## src/rtl/csa_tree_mul_pipe.sv

```systemverilog
// Three-stage pipelined carry-save (Wallace) multiplier with tag, back-pressure and flush.
// Baugh-Wooley partial products; S1 reduces to <=6 rows, S2 to sum/carry, S3 resolves the product.

package csa_tree_mul_pipe_pkg;

    function automatic int unsigned csa_next(input int unsigned n);
        return (n / 3) * 2 + (n % 3);
    endfunction

    function automatic int unsigned csa_rows(input int unsigned n, input int unsigned lvl);
        int unsigned c;
        c = n;
        for (int unsigned l = 0; l < lvl; l++) c = csa_next(c);
        return c;
    endfunction

    function automatic int unsigned csa_levels(input int unsigned n, input int unsigned tgt);
        int unsigned c;
        int unsigned l;
        c = n;
        l = 0;
        while (c > tgt && c > 2) begin
            c = csa_next(c);
            l++;
        end
        return l;
    endfunction

endpackage

// One 3:2 level per recursion step until at most TGT rows remain.
module csa_tree_mul_reduce
    import csa_tree_mul_pipe_pkg::*;
#(
    parameter int unsigned P     = 64,
    parameter int unsigned N_IN  = 33,
    parameter int unsigned TGT   = 6,
    parameter int unsigned N_OUT = csa_rows(N_IN, csa_levels(N_IN, TGT))
) (
    input  logic [P-1:0] rows_i [N_IN],
    output logic [P-1:0] rows_o [N_OUT]
);

    if (N_IN <= TGT || N_IN <= 2) begin : g_done
        assign rows_o = rows_i;
    end else begin : g_lvl
        localparam int unsigned NG = N_IN / 3;
        localparam int unsigned NX = csa_next(N_IN);

        logic [P-1:0] nxt [NX];

        for (genvar g = 0; g < NG; g++) begin : g_fa
            logic [P-1:0] maj;
            assign maj = (rows_i[3*g] & rows_i[3*g+1]) |
                         (rows_i[3*g] & rows_i[3*g+2]) |
                         (rows_i[3*g+1] & rows_i[3*g+2]);
            assign nxt[2*g]   = rows_i[3*g] ^ rows_i[3*g+1] ^ rows_i[3*g+2];
            // Carry moves one column up; anything beyond bit P-1 falls off.
            assign nxt[2*g+1] = maj << 1;
        end

        for (genvar p = 0; p < N_IN - 3*NG; p++) begin : g_pass
            assign nxt[2*NG+p] = rows_i[3*NG+p];
        end

        csa_tree_mul_reduce #(
            .P     (P),
            .N_IN  (NX),
            .TGT   (TGT),
            .N_OUT (N_OUT)
        ) u_next (
            .rows_i (nxt),
            .rows_o (rows_o)
        );
    end

endmodule

module csa_tree_mul_pipe
    import csa_tree_mul_pipe_pkg::*;
#(
    parameter int unsigned WIDTH = 32,
    parameter int unsigned TAG_W = 4
) (
    input  logic                 clk,
    input  logic                 rst,
    input  logic                 in_valid,
    output logic                 in_ready,
    input  logic [WIDTH-1:0]     in_a,
    input  logic [WIDTH-1:0]     in_b,
    input  logic                 in_signed,
    input  logic [TAG_W-1:0]     in_tag,
    input  logic                 flush,
    output logic                 out_valid,
    input  logic                 out_ready,
    output logic [2*WIDTH-1:0]   out_prod,
    output logic [TAG_W-1:0]     out_tag
);

    localparam int unsigned P  = 2 * WIDTH;
    localparam int unsigned NR = WIDTH + 1;
    localparam int unsigned N1 = csa_rows(NR, csa_levels(NR, 6));
    localparam logic [P-1:0] BW_CORR = (P'(1) << WIDTH) | (P'(1) << (P - 1));

    logic [P-1:0] pp      [NR];
    logic [P-1:0] red1    [N1];
    logic [P-1:0] red2    [2];
    logic [P-1:0] rows1_d [N1];
    logic [P-1:0] rows1_q [N1];

    logic             v1_d, v1_q, v2_d, v2_q, v3_d, v3_q;
    logic [TAG_W-1:0] tag1_d, tag1_q, tag2_d, tag2_q, tag3_d, tag3_q;
    logic [P-1:0]     sum2_d, sum2_q, car2_d, car2_q, prod3_d, prod3_q;
    logic             adv1, adv2, adv3, acc;

    // Baugh-Wooley rows: MSB term flipped in rows 0..W-2, all but MSB flipped in the last row.
    for (genvar i = 0; i < WIDTH; i++) begin : g_pp
        if (i < WIDTH - 1) begin : g_row
            assign pp[i] = P'({in_signed ^ (in_a[WIDTH-1] & in_b[i]),
                               in_a[WIDTH-2:0] & {(WIDTH-1){in_b[i]}}}) << i;
        end else begin : g_last
            assign pp[i] = P'({in_a[WIDTH-1] & in_b[i],
                               {(WIDTH-1){in_signed}} ^ (in_a[WIDTH-2:0] & {(WIDTH-1){in_b[i]}})}) << i;
        end
    end
    assign pp[WIDTH] = in_signed ? BW_CORR : '0;

    csa_tree_mul_reduce #(
        .P     (P),
        .N_IN  (NR),
        .TGT   (6),
        .N_OUT (N1)
    ) u_s1_tree (
        .rows_i (pp),
        .rows_o (red1)
    );

    csa_tree_mul_reduce #(
        .P     (P),
        .N_IN  (N1),
        .TGT   (2),
        .N_OUT (2)
    ) u_s2_tree (
        .rows_i (rows1_q),
        .rows_o (red2)
    );

    // Stage advance, next-state and data capture; a held stage keeps its contents.
    always_comb begin
        adv3     = !v3_q | out_ready;
        adv2     = !v2_q | adv3;
        adv1     = !v1_q | adv2;
        in_ready = adv1;
        acc      = in_valid & adv1;

        v1_d    = v1_q;
        v2_d    = v2_q;
        v3_d    = v3_q;
        tag1_d  = tag1_q;
        tag2_d  = tag2_q;
        tag3_d  = tag3_q;
        rows1_d = rows1_q;
        sum2_d  = sum2_q;
        car2_d  = car2_q;
        prod3_d = prod3_q;

        if (adv1) v1_d = in_valid;
        if (acc) begin
            rows1_d = red1;
            tag1_d  = in_tag;
        end

        if (adv2) begin
            v2_d = v1_q;
            if (v1_q) begin
                sum2_d = red2[0];
                car2_d = red2[1];
                tag2_d = tag1_q;
            end
        end

        if (adv3) begin
            v3_d = v2_q;
            if (v2_q) begin
                prod3_d = sum2_q + car2_q;
                tag3_d  = tag2_q;
            end
        end

        if (flush) begin
            v1_d = 1'b0;
            v2_d = 1'b0;
            v3_d = 1'b0;
        end
    end

    always_ff @(posedge clk or posedge rst) begin
        if (rst) begin
            v1_q    <= 1'b0;
            v2_q    <= 1'b0;
            v3_q    <= 1'b0;
            tag1_q  <= '0;
            tag2_q  <= '0;
            tag3_q  <= '0;
            rows1_q <= '{default: '0};
            sum2_q  <= '0;
            car2_q  <= '0;
            prod3_q <= '0;
        end else begin
            v1_q    <= v1_d;
            v2_q    <= v2_d;
            v3_q    <= v3_d;
            tag1_q  <= tag1_d;
            tag2_q  <= tag2_d;
            tag3_q  <= tag3_d;
            rows1_q <= rows1_d;
            sum2_q  <= sum2_d;
            car2_q  <= car2_d;
            prod3_q <= prod3_d;
        end
    end

    assign out_valid = v3_q;
    assign out_prod  = prod3_q;
    assign out_tag   = tag3_q;

endmodule

```

## config.mk

```make
export PLATFORM = sky130hd
export DESIGN_NAME = csa_tree_mul_pipe
export DESIGN_NICKNAME = d
export VERILOG_FILES = /design/src/rtl/csa_tree_mul_pipe.sv
export SDC_FILE = /design/constraint.sdc
export NUM_CORES = 2
export LEC_CHECK = 0
export ABC_CLOCK_PERIOD_IN_PS = 34100
export CORE_ASPECT_RATIO = 0.9
export CORE_MARGIN = 2
export CORE_UTILIZATION = 45
export DETAILED_ROUTE_END_ITERATION = 7
export GPL_ROUTABILITY_DRIVEN = 0
export PLACE_DENSITY = 0.68
export SLEW_MARGIN = 5
export SYNTH_ARGS = -nofsm -noshare
export SYNTH_HDL_FRONTEND = slang
export SYNTH_HIERARCHICAL = 1
export SYNTH_SLANG_ARGS = --single-unit
```

## constraint.sdc

```tcl
create_clock -name clk -period 34.1 [get_ports clk]
set_input_delay 10.23 -clock clk [delete_from_list [all_inputs] [get_ports clk]]
set_output_delay 10.23 -clock clk [all_outputs]
set_load 0.05 [all_outputs]
```

* Word level (Yosys, flattened, before mapping)
Cells that the tools add are included. Widths: inputs -> output; s select.
Storage, ports and cells: output and inout port bits 70, input bits 74, logic and storage cells 347, register bits after elaboration 523
Operators by class: add/subtract/negate cells 1, muxes and demuxes 7, reduce and logical (&&, ||, !) cells 8, bitwise logic cells 317
Operators with widths (number):
- $and 63x63->63 | 59
- $or 63x63->63 | 52
- $xor 64x64->64 | 36
- $and 31x31->31 | 32
- $and 61x63->63 | 2
- $and 62x63->63 | 2
- $add 64x64->64 | 1
- $mux 64 | 1
- $xor 61x64->64 | 1
- $xor 63x64->64 | 1
- $xor 64x40->64 | 1
- $xor 64x49->64 | 1
- $xor 64x58->64 | 1
- $or 63x34->63 | 1
- $or 63x37->63 | 1
- $or 63x40->63 | 1
- $or 63x43->63 | 1
- $or 63x46->63 | 1
- $or 63x49->63 | 1
- $or 63x52->63 | 1
- $or 63x55->63 | 1
- $or 63x58->63 | 1
- $or 63x61->63 | 1
- $xor 62x63->63 | 1
- other kinds (58) | 132

* Depth between registers and ports, before layout
depth in word-level cells 17, depth in mapped cells 11, depth with buffers taken out 11

* Hierarchy
The synthesis kept the hierarchy.
Modules (own cells, without submodules):
- csa_tree_mul_pipe | instances 1, area each 30515.5 um^2, cells each 3030, sequential area each 13187.6 um^2
- csa_tree_mul_reduce (u_s1_tree) | instances 1, area each 14138.6 um^2, cells each 705, sequential area each 0.0 um^2
- csa_tree_mul_reduce (u_s1_tree.g_lvl.u_next) | instances 1, area each 8998.6 um^2, cells each 449, sequential area each 0.0 um^2
- csa_tree_mul_reduce (u_s1_tree.g_lvl.u_next.g_lvl.u_next) | instances 1, area each 6428.7 um^2, cells each 321, sequential area each 0.0 um^2
- csa_tree_mul_reduce (u_s2_tree ...) | instances 3, area each 1288.7 um^2, cells each 65, sequential area each 0.0 um^2
- csa_tree_mul_reduce (u_s1_tree.g_lvl.u_next.g_lvl.u_next.g_lvl.u_next) | instances 1, area each 3858.7 um^2, cells each 193, sequential area each 0.0 um^2
- csa_tree_mul_reduce (u_s1_tree.g_lvl.u_next.g_lvl.u_next.g_lvl.u_next.g_lvl.u_next) | instances 1, area each 2573.7 um^2, cells each 129, sequential area each 0.0 um^2
- csa_tree_mul_reduce (u_s1_tree.g_lvl.u_next.g_lvl.u_next.g_lvl.u_next.g_lvl.u_next.g_lvl.u_next) | instances 1, area each 2402.3 um^2, cells each 320, sequential area each 0.0 um^2
- csa_tree_mul_reduce (u_s2_tree.g_lvl.u_next.g_lvl.u_next.g_lvl.u_next) | instances 1, area each 960.9 um^2, cells each 128, sequential area each 0.0 um^2

* Worst setup path before layout
Ideal clock, no wire load.
path kind in2out, from in out_ready, to out in_ready, cell stages on the path 2, buffers on the path 0, arrival 10945 ps, path slack 12925 ps, required time 23870 ps, cells stage by stage nor2b_1 nand3_1
Between the ends: word-level cells in the longest chain between the ends 3
RTL lines:
- from (decl) | RTL line 95 | input logic out_ready,
- $or 1x1->1 | RTL line 150 | adv3 = !v3_q | out_ready;
- $or 1x1->1 | RTL line 151 | adv2 = !v2_q | adv3;
- $or 1x1->1 | RTL line 152 | adv1 = !v1_q | adv2;
- to (decl) | RTL line 88 | output logic in_ready,
No other way between the ends.

* Worst setup path in the final report
Same ends and word-level chain as after synthesis.

==> results.toml <==
[floorplan]
fp.coreArea_um2 = 162000
dieArea_um2 = 167000
die_width_um = 431
num_rows = 140
die_y_um = 388
initial_utilization_pct = 45.5
ios = 144

[route]
drt-initial-drc-count = 2079
wirelength_um = 161000
drc = 0
viasPerCell = 4.88
wl_per_cell_um = 19.4
dr_total_vias = 40623
drt.antenna.violating_nets = 0
drtPass1Iterations = 7

[clock_network]
clockBufferDepth = 3
clock-root-buffer = "clkbuf_16"
cts_repair_resize_count = 0
cts_buffers = 61
path_clk_slew_ns = 0.06
worstSkewPairLatency_ns = 0.72
postCtsSetupBuffers = 0
clkSinkCount = 527
cts_tree = "yes"
postCtsHoldBufs = 0
htree_num_levels = 2

[worst_setup_path]
critical_path.top_delay_family = "buffers and inverters"
worstPathCellList = "clkdlybuf4s50_1, nor2b_1, nand3_1, clkdlybuf4s50_1"
crit_type = "input pin to output port"
crit_required_ns = 23.87
critPathMaxStageDelay_ns = 0.76
crit_top_cell = "clkdlybuf4s50_1"
crit_buf_inv = 2
worstSetupEndpointType = "output port"
crit_path_start_kind = "input pin"
path_max_fanout = 6
crit_arrival_ns = 12.03
crit_slowest_cell = "clkdlybuf4s50_1"

[status]
outcome = "complete, no violations"

[global_route]
grt_pass1_vias = 47996
grt_max_degree = 145
grt_use_total_pct = 20.5
overflow = 0
grt_pass1_wl_um = 266000
antenna_found_initial = 28

[sta]
min_period_over_period_pct = 65.3
rsz0062_at_grt = "no"
hold_viol = 0
setup_viol = 0
holdWs_ns = 0.463
worst_pin_slew_ns = 1.26
fin_skew_ns = 0.0432
slew_violations = 0
tns_ns = 0
period_needed_ns = 22.26
fin_ws_ns = 11.84
clock.fmax_ghz = 0.0449
maxSlewHeadroom_pct = 16.1

[logic_synthesis]
synthFlopType = "dfrtp_1"
syn_area_per_cell_um2 = 13.5
synth_cell_types = 73
async_reset_ff_share_pct = 100
ys_ff_latch = 527
yosysTopAreaCellShare_pct = 53.0
syn_inst = 5470
synth_top_area_cell = "fa_1"
ys_seq_area_share_pct = 17.9
synth.area.top_cells = "fa_1 53%, dfrtp_1 18%, and2_1 8.2%"
synth_area_um2 = 73700
ys_warn_count = 6
synth_edf_count = 0

[pwr]
p_leak_nw = 38.2
ir_drop_mv = 0.0804
powerDensity_nw_per_um2 = 92.1

[hold_path]
hp-class = "register to register"

[final_layout]
layout_commonest_cell = "fa_1"
drive_gt1_share_pct = 10.8
layout.nets = 8221
fill_cells = 14022
register_area_um2 = 13200
syn_to_final_growth_pct = 9.13
fin_area_um2 = 80500
fin_util_pct = 49.6
multi_input_area_um2 = 60300
layout_common_cells = "1,954 x fa_1, 1,117 x conb_1, 963 x and2_1"

[job]
max_cap_viol_count = 0

[placed_design]
numPortBuffers = 143
dp_hpwl_um = 130000
place_ws_ns = 11.89
place_area_um2 = 78200
-- kinds of logic (layout without fill, tap and decap cells) --
family	count (synthesis)	in the layout	synth area share (%)
fa+ha+maj	2017	2017	54.1
compound gates	288	288	2.49
other cells	9	1123	0.0458
simple gates	1283	1283	10.1
mux	457	457	6.98
xor+xnor	144	144	2.34
buf+inv	745	349	6.08
flops	527	527	17.9
-- synth_stat cells, types with 4 or more instances --
library cell	number
a21boi_0	4
inv_1	20
buf_2	5
nand2_1	203
nor2_1	47
xor2_1	23
clkbuf_1	262
xnor2_1	90
nand4_1	21
and2_1	963
o21a_1	11
a31oi_1	5
mux2_2	457
fa_1	1954
a21o_1	29
a21oi_2	4
o211ai_1	10
nor2b_1	4
nor3_1	9
xor3_1	31
buf_1	9
dfrtp_1	527
nand3_1	9
o21ai_0	78
o31ai_1	6
buf_4	448
conb_1	9
o21bai_1	14
o21ai_1	4
a21oi_1	85
ha_1	63
-- state kept, by name, indices dropped and copies added (netlist names) --
register   count
rows1_q      320
car2_q        64
out_prod      64
sum2_q        64
out_tag        4
tag1_q         4
tag2_q         4
out_valid      1
v1_q           1
v2_q           1
-- layer usage --
| metal | vias up | global-route usage [%] | wire, um | share of wire (%) |
|---|---|---|---|---|
| met5 | - | 0 | 135 | 0.084 |
| met4 | 26 | 4.02 | 2730 | 1.7 |
| met3 | 187 | 3.81 | 9510 | 5.9 |
| met2 | 966 | 34.2 | 80100 | 50 |
| met1 | 22368 | 28.2 | 68500 | 43 |
| li1 | 17076 | - | - | - |
-- worst register-to-register path: cells and delay by family, from the launching register on --
kind | cells | cell delay, ns
and+or+nand+nor | 2 | 0.29
AOI/OAI and AO/OA | 7 | 2.47
adders and majority gates | 2 | 0.69
DFF | 1 | 0.38
-- cell type report --
type / count / share of cell area (%)
Antenna cell: 6 / 0.0187
Clock buffer: 70 / 2.01
Clock inverter: 45 / 0.841
Inverter: 20 / 0.103
Multi-Input combinational cell: 5306 / 74.9
Sequential cell: 527 / 16.4
Tap cell: 2130 / 3.31
Timing Repair Buffer: 214 / 2.45
-- stage by stage --
step / cells / total power, mW
finish: 8318 / 7.41
CTS: 8312 / 7.28
global placement: 8197 / 6.36
global route: 8314 / 8.19
floorplan: 6578 / 6.72
detailed placement: 8197 / 6.50
-- worst paths after layout --
| path | start | to | slack (ns) | cells past startpoint |
|---|---|---|---|---|
| worst min-delay path | tag2_q[1]$_DFFE_PP0P_ | out_tag[1]$_DFFE_PP0P_ | 0.46 | 2 |
| min in group asynchronous | rst | sum2_q[0]$_DFFE_PP0P_ | 10.13 | 2 |
| worst max register to register | sum2_q[0]$_DFFE_PP0P_ | out_prod[60]$_DFFE_PP0P_ | 30.16 | 11 |
| worst max-delay path | out_ready | in_ready | 11.84 | 4 |
| worst min register to register | tag2_q[1]$_DFFE_PP0P_ | out_tag[1]$_DFFE_PP0P_ | 0.46 | 2 |
| max in group asynchronous | rst | rows1_q[154]$_DFFE_PP0P_ | 21.83 | 4 |
-- power breakdown --
group	switching (mW)	leakage, nW	internal, mW	total [mW]
clock network	0.301	1.11	0.451	0.752
registers	0.228	6.31	0.976	1.20
logic	2.87	30.8	2.58	5.46
Note: power is estimated with default switching activity, not from simulation.
